===== src/rtl/gesture_classifier.sv =====
// gesture_classifier: turns per-frame area/perimeter/ratio statistics into a gesture
// code and filters it over several frames. Define GESTURE_HYST_EN for threshold hysteresis.
module gesture_classifier #(
   parameter int unsigned TH_ROCK       = 120,
   parameter int unsigned TH_SCISSORS   = 80,
   parameter int unsigned MIN_AREA      = 2000,
   parameter int unsigned STABLE_FRAMES = 3,
   parameter int unsigned TIMEOUT       = 4096,
   parameter int unsigned HYST          = 8
) (
   input  logic        clk,
   input  logic        rst,
   input  logic        frame_end,
   input  logic        ratio_valid,
   input  logic [23:0] ratio,
   input  logic [23:0] area,
   input  logic [23:0] perimeter,
   output logic [1:0]  raw_class,
   output logic [1:0]  gesture,
   output logic        gesture_valid,
   output logic        class_done,
   output logic        timeout_err,
   output logic        busy
);
   localparam int unsigned DW      = 24;
   localparam int unsigned CNT_W   = 4;
   localparam int unsigned TIMER_W = (TIMEOUT > 1) ? $clog2(TIMEOUT) : 1;

   localparam logic [1:0] G_NONE     = 2'd0;
   localparam logic [1:0] G_ROCK     = 2'd1;
   localparam logic [1:0] G_SCISSORS = 2'd2;
   localparam logic [1:0] G_PAPER    = 2'd3;

   localparam logic [DW-1:0]      TH_ROCK_V  = DW'(TH_ROCK);
   localparam logic [DW-1:0]      TH_SC_V    = DW'(TH_SCISSORS);
   localparam logic [DW-1:0]      MIN_AREA_V = DW'(MIN_AREA);
   localparam logic [TIMER_W-1:0] TIMER_LAST = TIMER_W'(TIMEOUT - 1);
   localparam logic [CNT_W-1:0]   STABLE_V   = CNT_W'(STABLE_FRAMES);

   // Elaboration-time guard on the filter depth and hysteresis margin
   if (STABLE_FRAMES < 1 || STABLE_FRAMES > 15 || HYST > 32'h00FF_FFFF) begin : g_param_err
      $error("gesture_classifier: STABLE_FRAMES must be 1..15 and HYST must fit 24 bits");
   end

   typedef enum logic [1:0] {IDLE, WAIT_RATIO, CLASSIFY, FILTER} state_t;

   state_t              state, state_nxt;
   logic [TIMER_W-1:0]  timer, timer_nxt;
   logic [DW-1:0]       lat_ratio, lat_ratio_nxt;
   logic [DW-1:0]       lat_area, lat_area_nxt;
   logic [DW-1:0]       lat_perim, lat_perim_nxt;
   logic                lat_none, lat_none_nxt;
   logic [1:0]          cand, cand_nxt;
   logic [CNT_W-1:0]    cnt, cnt_nxt;
   logic [1:0]          raw_nxt, gesture_nxt;
   logic                gv_nxt, done_nxt, terr_nxt, busy_nxt;
   logic [DW-1:0]       th_rock, th_sc;
   logic [1:0]          cls;

`ifdef GESTURE_HYST_EN
   localparam logic [DW-1:0] TH_ROCK_LO = (TH_ROCK > HYST) ? DW'(TH_ROCK - HYST) : '0;
   localparam logic [DW-1:0] TH_ROCK_HI = DW'(TH_ROCK + HYST);
   localparam logic [DW-1:0] TH_SC_LO   = (TH_SCISSORS > HYST) ? DW'(TH_SCISSORS - HYST) : '0;
   localparam logic [DW-1:0] TH_SC_HI   = DW'(TH_SCISSORS + HYST);
`endif

   // Frame classification from the latched statistics
   always_comb begin
      th_rock = TH_ROCK_V;
      th_sc   = TH_SC_V;
`ifdef GESTURE_HYST_EN
      case (gesture)
         G_ROCK:     th_rock = TH_ROCK_LO;
         G_SCISSORS: begin
            th_rock = TH_ROCK_HI;
            th_sc   = TH_SC_LO;
         end
         G_PAPER:    th_sc = TH_SC_HI;
         default:    ;
      endcase
`endif
      if (lat_none || lat_perim == '0 || lat_area < MIN_AREA_V) begin
         cls = G_NONE;
      end else if (lat_ratio >= th_rock) begin
         cls = G_ROCK;
      end else if (lat_ratio >= th_sc) begin
         cls = G_SCISSORS;
      end else begin
         cls = G_PAPER;
      end
   end

   // Next-state and next-output logic
   always_comb begin
      state_nxt     = state;
      timer_nxt     = timer;
      lat_ratio_nxt = lat_ratio;
      lat_area_nxt  = lat_area;
      lat_perim_nxt = lat_perim;
      lat_none_nxt  = lat_none;
      cand_nxt      = cand;
      cnt_nxt       = cnt;
      raw_nxt       = raw_class;
      gesture_nxt   = gesture;
      gv_nxt        = 1'b0;
      done_nxt      = 1'b0;
      terr_nxt      = timeout_err;

      case (state)
         IDLE: begin
            if (frame_end) begin
               state_nxt = WAIT_RATIO;
               timer_nxt = '0;
            end
         end
         WAIT_RATIO: begin
            timer_nxt = timer + TIMER_W'(1);
            if (ratio_valid) begin
               lat_ratio_nxt = ratio;
               lat_area_nxt  = area;
               lat_perim_nxt = perimeter;
               lat_none_nxt  = 1'b0;
               state_nxt     = CLASSIFY;
            end else if (timer == TIMER_LAST) begin
               lat_none_nxt = 1'b1;
               terr_nxt     = 1'b1;
               state_nxt    = CLASSIFY;
            end
         end
         CLASSIFY: begin
            raw_nxt   = cls;
            done_nxt  = 1'b1;
            state_nxt = FILTER;
         end
         FILTER: begin
            if (raw_class == cand) begin
               cnt_nxt = (cnt >= STABLE_V) ? STABLE_V : cnt + CNT_W'(1);
            end else begin
               cand_nxt = raw_class;
               cnt_nxt  = CNT_W'(1);
            end
            // Only a confirmed, different class moves the output
            if (cnt_nxt == STABLE_V && cand_nxt != gesture) begin
               gesture_nxt = cand_nxt;
               gv_nxt      = 1'b1;
            end
            state_nxt = IDLE;
         end
         default: state_nxt = IDLE;
      endcase

      busy_nxt = (state_nxt != IDLE);
   end

   always_ff @(posedge clk) begin
      if (rst) begin
         state         <= IDLE;
         timer         <= '0;
         lat_ratio     <= '0;
         lat_area      <= '0;
         lat_perim     <= '0;
         lat_none      <= 1'b0;
         cand          <= G_NONE;
         cnt           <= '0;
         raw_class     <= G_NONE;
         gesture       <= G_NONE;
         gesture_valid <= 1'b0;
         class_done    <= 1'b0;
         timeout_err   <= 1'b0;
         busy          <= 1'b0;
      end else begin
         state         <= state_nxt;
         timer         <= timer_nxt;
         lat_ratio     <= lat_ratio_nxt;
         lat_area      <= lat_area_nxt;
         lat_perim     <= lat_perim_nxt;
         lat_none      <= lat_none_nxt;
         cand          <= cand_nxt;
         cnt           <= cnt_nxt;
         raw_class     <= raw_nxt;
         gesture       <= gesture_nxt;
         gesture_valid <= gv_nxt;
         class_done    <= done_nxt;
         timeout_err   <= terr_nxt;
         busy          <= busy_nxt;
      end
   end

endmodule


===== config.mk =====
export PLATFORM = sky130hd
export DESIGN_NAME = gesture_classifier
export DESIGN_NICKNAME = d
export VERILOG_FILES = /design/src/rtl/gesture_classifier.sv
export SDC_FILE = /design/constraint.sdc
export NUM_CORES = 1
export LEC_CHECK = 0
export CAP_MARGIN = 0
export CORE_AREA = 2 2 88 90
export CTS_BUF_LIST = sky130_fd_sc_hd__clkbuf_8
export CTS_CLUSTER_SIZE = 28
export DETAILED_ROUTE_END_ITERATION = 16
export DIE_AREA = 0 0 90 92
export PLACE_DENSITY = 0.8
export SLEW_MARGIN = 20
export SYNTH_ARGS = -nofsm -noshare
export SYNTH_HDL_FRONTEND = slang
export SYNTH_SLANG_ARGS = --single-unit

===== constraint.sdc =====
create_clock -name clk -period 1.77 [get_ports clk]
set_clock_uncertainty 0.15 [all_clocks]
set_input_delay 0.177 -clock clk [delete_from_list [all_inputs] [get_ports clk]]
set_output_delay 0.177 -clock clk [all_outputs]
set_load 0.01 [all_outputs]

Word level (Yosys, flattened, before mapping)
Cells that the tools add are included.

word-level totals
  input port bits = 76
  bits in registers = 101
  word-level logic and storage cells = 62

cells by class
  bitwise gates (word level) = 2
  mux-type cells = 18
  add/sub/neg operators = 2
  reductions and logical operators = 14
  eq/ne operators = 8
  $lt $le $gt $ge = 4

operators with widths
  operator                 number
  $ge A24 B7 Y1 const B    2
  $logic_not A24 Y1        1
  $lt A24 B11 Y1 const B   1
  $pmux W12 S2             1
  $mux W2                  7
  $add A12 B1 Y12 const B  1
  $eq A12 B12 Y1 const B   1
  $mux W12                 1
  $mux W4                  3
  $pmux W2 S4              1
  $reduce_and A2 Y1        4
  $reduce_bool A2 Y1       3
  $mux W1                  5
  $add A4 B1 Y4 const B    1
  $eq A2 B2 Y1 const B     2
  $eq A4 B2 Y1 const B     1
  $ge A4 B2 Y1 const B     1
  $reduce_and A3 Y1        1
  $eq A2 B1 Y1 const B     1
  $eq A2 B2 Y1             1
  $logic_not A2 Y1         1
  $logic_or A1 B1 Y1       2
  $ne A2 B2 Y1             1
  $ne A2 B2 Y1 const B     1
  3 further kinds          4

Longest topological paths before layout
  depth in word-level cells = 7
  depth in mapped cells = 7

Least setup slack after synthesis
No wires, ideal clock.

  path type = register to register
  start point = register cnt[0]
  end point = register gesture[1]
  arrival = 1343 ps
  setup slack = 150 ps
  required time = 1492 ps
  cell stages (with the launch flop) = 6
  period minus slack after synthesis = 1620 ps
  path through = dfxtp_1 ha_1 nand2b_1 a2111oi_4 mux2i_1 nor2_1

on the way
  cells in the longest elaborated chain, start to end = 7
  elaborated cells between the ends (all ways) = 8
  classes of those cells = add/sub (1); order compare (1); eq/ne (1); mux (3); reduce/logical (2)

RTL lines
  item                                                  RTL line  RTL
  from (decl)                                           54        logic [CNT_W-1:0] cnt, cnt_nxt;
  from (signal assigned)                                179       cnt <= cnt_nxt;
  $add A4 B1 Y4 / $ge A4 B2 Y1 (equally long branches)  137       cnt_nxt = (cnt >= STABLE_V) ? STABLE_V : cnt + CNT_W'(1);
  $mux W4 (*)                                           137
  $mux W4 (*)                                           136       if (raw_class == cand) begin
  $mux W4 (*)                                           109       case (state)
  $eq A4 B2 Y1 (*)                                      143       if (cnt_nxt == STABLE_V && cand_nxt != gesture) begin
  $logic_and A1 B1 Y1 (*)                               143
  $reduce_and A2 Y1 (no source line) (*)                n/a
  to (signal assigned)                                  181       gesture <= gesture_nxt;
  to (decl)                                             19        output logic [1:0] gesture,

Every way passes the cells marked *; elsewhere a longest branch is shown, timed or not. The select of a mux whose other input is x is not followed.
A chain may end at the register's enable or synchronous reset.

Worst setup path after layout
  start point = register state[0]
  end point = register timer[8]

on the way
  cells in the longest elaborated chain, start to end = 3
  elaborated cells between the ends (all ways) = 6
  classes of those cells = eq/ne (2); mux (1); reduce/logical (3)

RTL lines
  item                                                                        RTL line  RTL
  from (decl)                                                                 47        state_t state, state_nxt;
  from (signal assigned)                                                      172       state <= state_nxt;
  $eq A2 B1 Y1 / $logic_not A2 Y1 (equally long branches)                     109
  $reduce_bool A2 Y1 (no source line) / $ne A2 B2 Y1 (equally long branches)  n/a
  $reduce_and A2 Y1 (no source line)                                          n/a
  to (signal assigned)                                                        173       timer <= timer_nxt;
  to (decl)                                                                   48        logic [TIMER_W-1:0] timer, timer_nxt;

Several ways; a longest one is shown, not always the timed one.

==> results.py <==
metrics = {
    "outcome": {
        "status": "finished clean",
    },
    "worst_setup_path": {
        "crit_slowest_cell": "or3b_2",
        "worstPathCellList": "buf_4 > or3b_2 > nand2_1 > mux2_1 > nor2_1",
        "worstPathMaxFanout": 9,
        "crit_arrival_ns": 1.77,
        "cpPeakStageDelay_ns": 0.58,
        "critPathCaptureType": "register",
        "crit_path_start_kind": "register",
        "critical_path_class": "register to register",
        "rr_startpoint": "state[0]",
        "required_ns": 1.86,
        "critPathLaunch": "state[0]",
    },
    "synth": {
        "syn_nets": 533,
        "syn_avg_cell_area_sq_um": 8.12,
        "synthesis.area_sq_um": 3690,
        "synth_top_area_share_pct": 50.9,
        "synth_edf_count": 0,
        "ys_ff_latch": 94,
        "ys_seq_area_share_pct": 50.9,
        "syn-instance-count": 455,
        "synth_area_leader_cell": "dfxtp_1",
        "yosysWarnings": 0,
        "yosysUniqueCellTypes": 43,
        "yosys-top-cells-area": "dfxtp_1, nand2_1, a21oi_1",
        "synthArstFlopShare_pct": 0,
        "yosys_most_used_dff": "dfxtp_1",
    },
    "pwr": {
        "pwr-share-seq_pct": 53.6,
        "clkPwrFrac_pct": 34.7,
        "ir_drop_v": 0.000451,
        "power_density_nw_per_um2": 855,
        "leakagePower_nw": 1.69,
        "combPwrFrac_pct": 11.7,
        "switching_power_mw": 1.01,
        "swShare_pct": 24.3,
        "p_int_mw": 3.15,
    },
    "sta": {
        "max_slew.worst_pin.slew_ns": 0.395,
        "slew_violations": 0,
        "rsz0062_at_grt": "no",
        "period_minus_slack_ns": 1.68,
        "setup_violations": 0,
        "slew-limit-headroom_pct": 73.6,
        "timing.final.crit_share_pct": 95.0,
        "timing.final.hold_violations": 0,
        "max_freq_ghz": 0.595,
        "setup_slack_ns": 0.0884,
        "fin_hold_ws_ns": 0.0229,
    },
    "clocking": {
        "insertion_delay_ns": 0.36,
        "cts_num_sinks": 94,
        "cts_inserted_buffers": 9,
        "h-tree-depth": 3,
        "cts.reportedPaths.clkPinSlew_ns": 0.09,
        "cts_tree": "done",
        "cts_hold_buf": 0,
        "clock-root-buffer": "clkbuf_8",
        "clk_path_buf_depth": 2,
    },
    "floorplanning": {
        "start_util_pct": 49.6,
        "die_height_um": 92,
        "ios": 84,
        "rows": 32,
        "coreArea_sq_um": 7450,
        "dieArea_sq_um": 8280,
        "dieWidth_um": 90,
    },
    "global_route": {
        "grt_pass1_wl_um": 13200,
        "antenna_found_initial": 0,
        "overflow": 0,
        "track_usage_pct": 19.4,
        "grt_max_degree": 92,
        "grt_pass1_vias": 3102,
    },
    "cells_and_area": {
        "layout_commonest_cell": "nand2_1",
        "final_core_util_pct": 65.3,
        "diodes": 0,
        "areaGrowthSynthToFinish_pct": 31.6,
        "drive_above_1_share_pct": 9.12,
        "nets": 610,
        "final_cell_mix": "nand2_1, dfxtp_1, a21oi_1, clkdlybuf4s50_1, nor2_1",
    },
    "min_path": {
        "hold_path_class": "input port to register",
        "holdCritStartpoint": "rst",
    },
    "routing": {
        "via_per_inst": 5.18,
        "wl_per_cell_um": 12.2,
        "drt-pass1-iter-count": 4,
        "routed_wl_um": 7790,
        "ant_nets": 0,
        "drt-initial-drc-count": 161,
        "vias": 3309,
        "post-route-drc-count": 0,
    },
    "place": {
        "gp_congestion": 0.778,
        "port_buffers": 76,
        "pre_cts_ws_ns": -0.0144,
        "place_hpwl_um": 5440,
    },
    "run": {
        "maxCapViolations": 0,
    },
}
cell families (layout without fill, tap and decap cells):
kind of cell,after synthesis,after routing,share of synthesized area (%)
buf+inv,31,113,3.79
compound gates,91,91,14.1
fa+ha+maj,2,2,0.677
mux,12,12,3.56
flops,94,94,50.9
simple gates,221,221,26.0
xor+xnor,4,4,0.948
stage by stage:
stage | power, mW | TNS, ns | std cells | cell area (sq um)
2_1_floorplan | 2.51 | 0 | 455 | 3690
3_3_place_gp | 2.75 | -0.0243 | 623 | 4650
3_5_place_dp | 2.77 | -0.0350 | 623 | 4650
4_1_cts | 4.20 | 0 | 639 | 4860
5_1_grt | 4.34 | 0 | 639 | 4860
6_report | 4.16 | 0 | 639 | 4860
power by group through the flow:
| stage | Sequential [mW] | Combinational (mW) | Clock (mW) |
|---|---|---|---|
| after global routing | 2.24 | 0.538 | 1.56 |
| after CTS | 2.23 | 0.490 | 1.48 |
| after global placement | 2.27 | 0.480 | 0 |
| final | 2.23 | 0.486 | 1.44 |
| after floorplan | 2.27 | 0.238 | 0 |
| after detailed placement | 2.28 | 0.488 | 0 |
worst max-delay path: cells and delay by family, from the launching register on:
kind | cells | cell delay, ns
flip-flops | 1 | 0.38
multiplexers | 1 | 0.14
buffers and inverters | 1 | 0.16
AND/OR/NAND/NOR | 3 | 0.73
sequential cells by signal (all words and copies together) (netlist names):
| signal | cells |
|---|---|
| busy | 1 |
| cand | 2 |
| class_done | 1 |
| cnt | 4 |
| gesture | 2 |
| gesture_valid | 1 |
| lat_area | 20 |
| lat_none | 1 |
| lat_perim | 24 |
| lat_ratio | 21 |
| raw_class | 2 |
| state | 2 |
| timeout_err | 1 |
| timer | 12 |
area by class of cell:
class	instances	area, sq um
Sequential cell	94	1890
Fill cell	658	2580
Clock buffer	10	138
Timing Repair Buffer	94	956
Inverter	3	11.3
Tap cell	102	128
Multi-Input combinational cell	330	1680
Clock inverter	6	67.6
cells in the mapped netlist, types with 2 or more instances:
cell / number
o311ai_0: 2
nor2_1: 20
or4_1: 2
buf_2: 10
nor4_1: 13
a21oi_1: 74
and3_1: 2
mux2i_1: 3
mux2_1: 6
ha_1: 2
clkbuf_1: 15
xnor2_1: 2
nand2b_1: 2
nand3_1: 5
or3_1: 3
nand4_1: 11
inv_1: 3
dfxtp_1: 94
nor3_1: 5
nand2_1: 148
a22oi_1: 2
nor2b_1: 2
xor2_1: 2
o21bai_1: 2
and2_1: 4
o21ai_0: 2
mux2_2: 3
per-layer routing:
| layer | wire, um | track usage, % | up-vias |
|---|---|---|---|
| li1 | - | - | 1698 |
| met1 | 3490 | 22.4 | 1520 |
| met2 | 3830 | 33.9 | 76 |
| met3 | 315 | 4.93 | 15 |
| met4 | 161 | 8.59 | 0 |
| met5 | 0 | 0 | - |
repair_timing:
action                                  CTS  global route
buffers inserted                          0             0
pin swaps                                 0             1
resized for setup                         1             4
endpoints found under the setup margin    1            16
final timing paths:
kind                  endpoint  slack, ns  cells past startpoint
setup / recovery      timer[8]       0.09                      5
hold / removal    raw_class[0]       0.02                      3
setup reg to reg      timer[8]       0.09                      5
hold reg to reg    timeout_err       0.31                      2
Power figures use the tool's default switching activity.
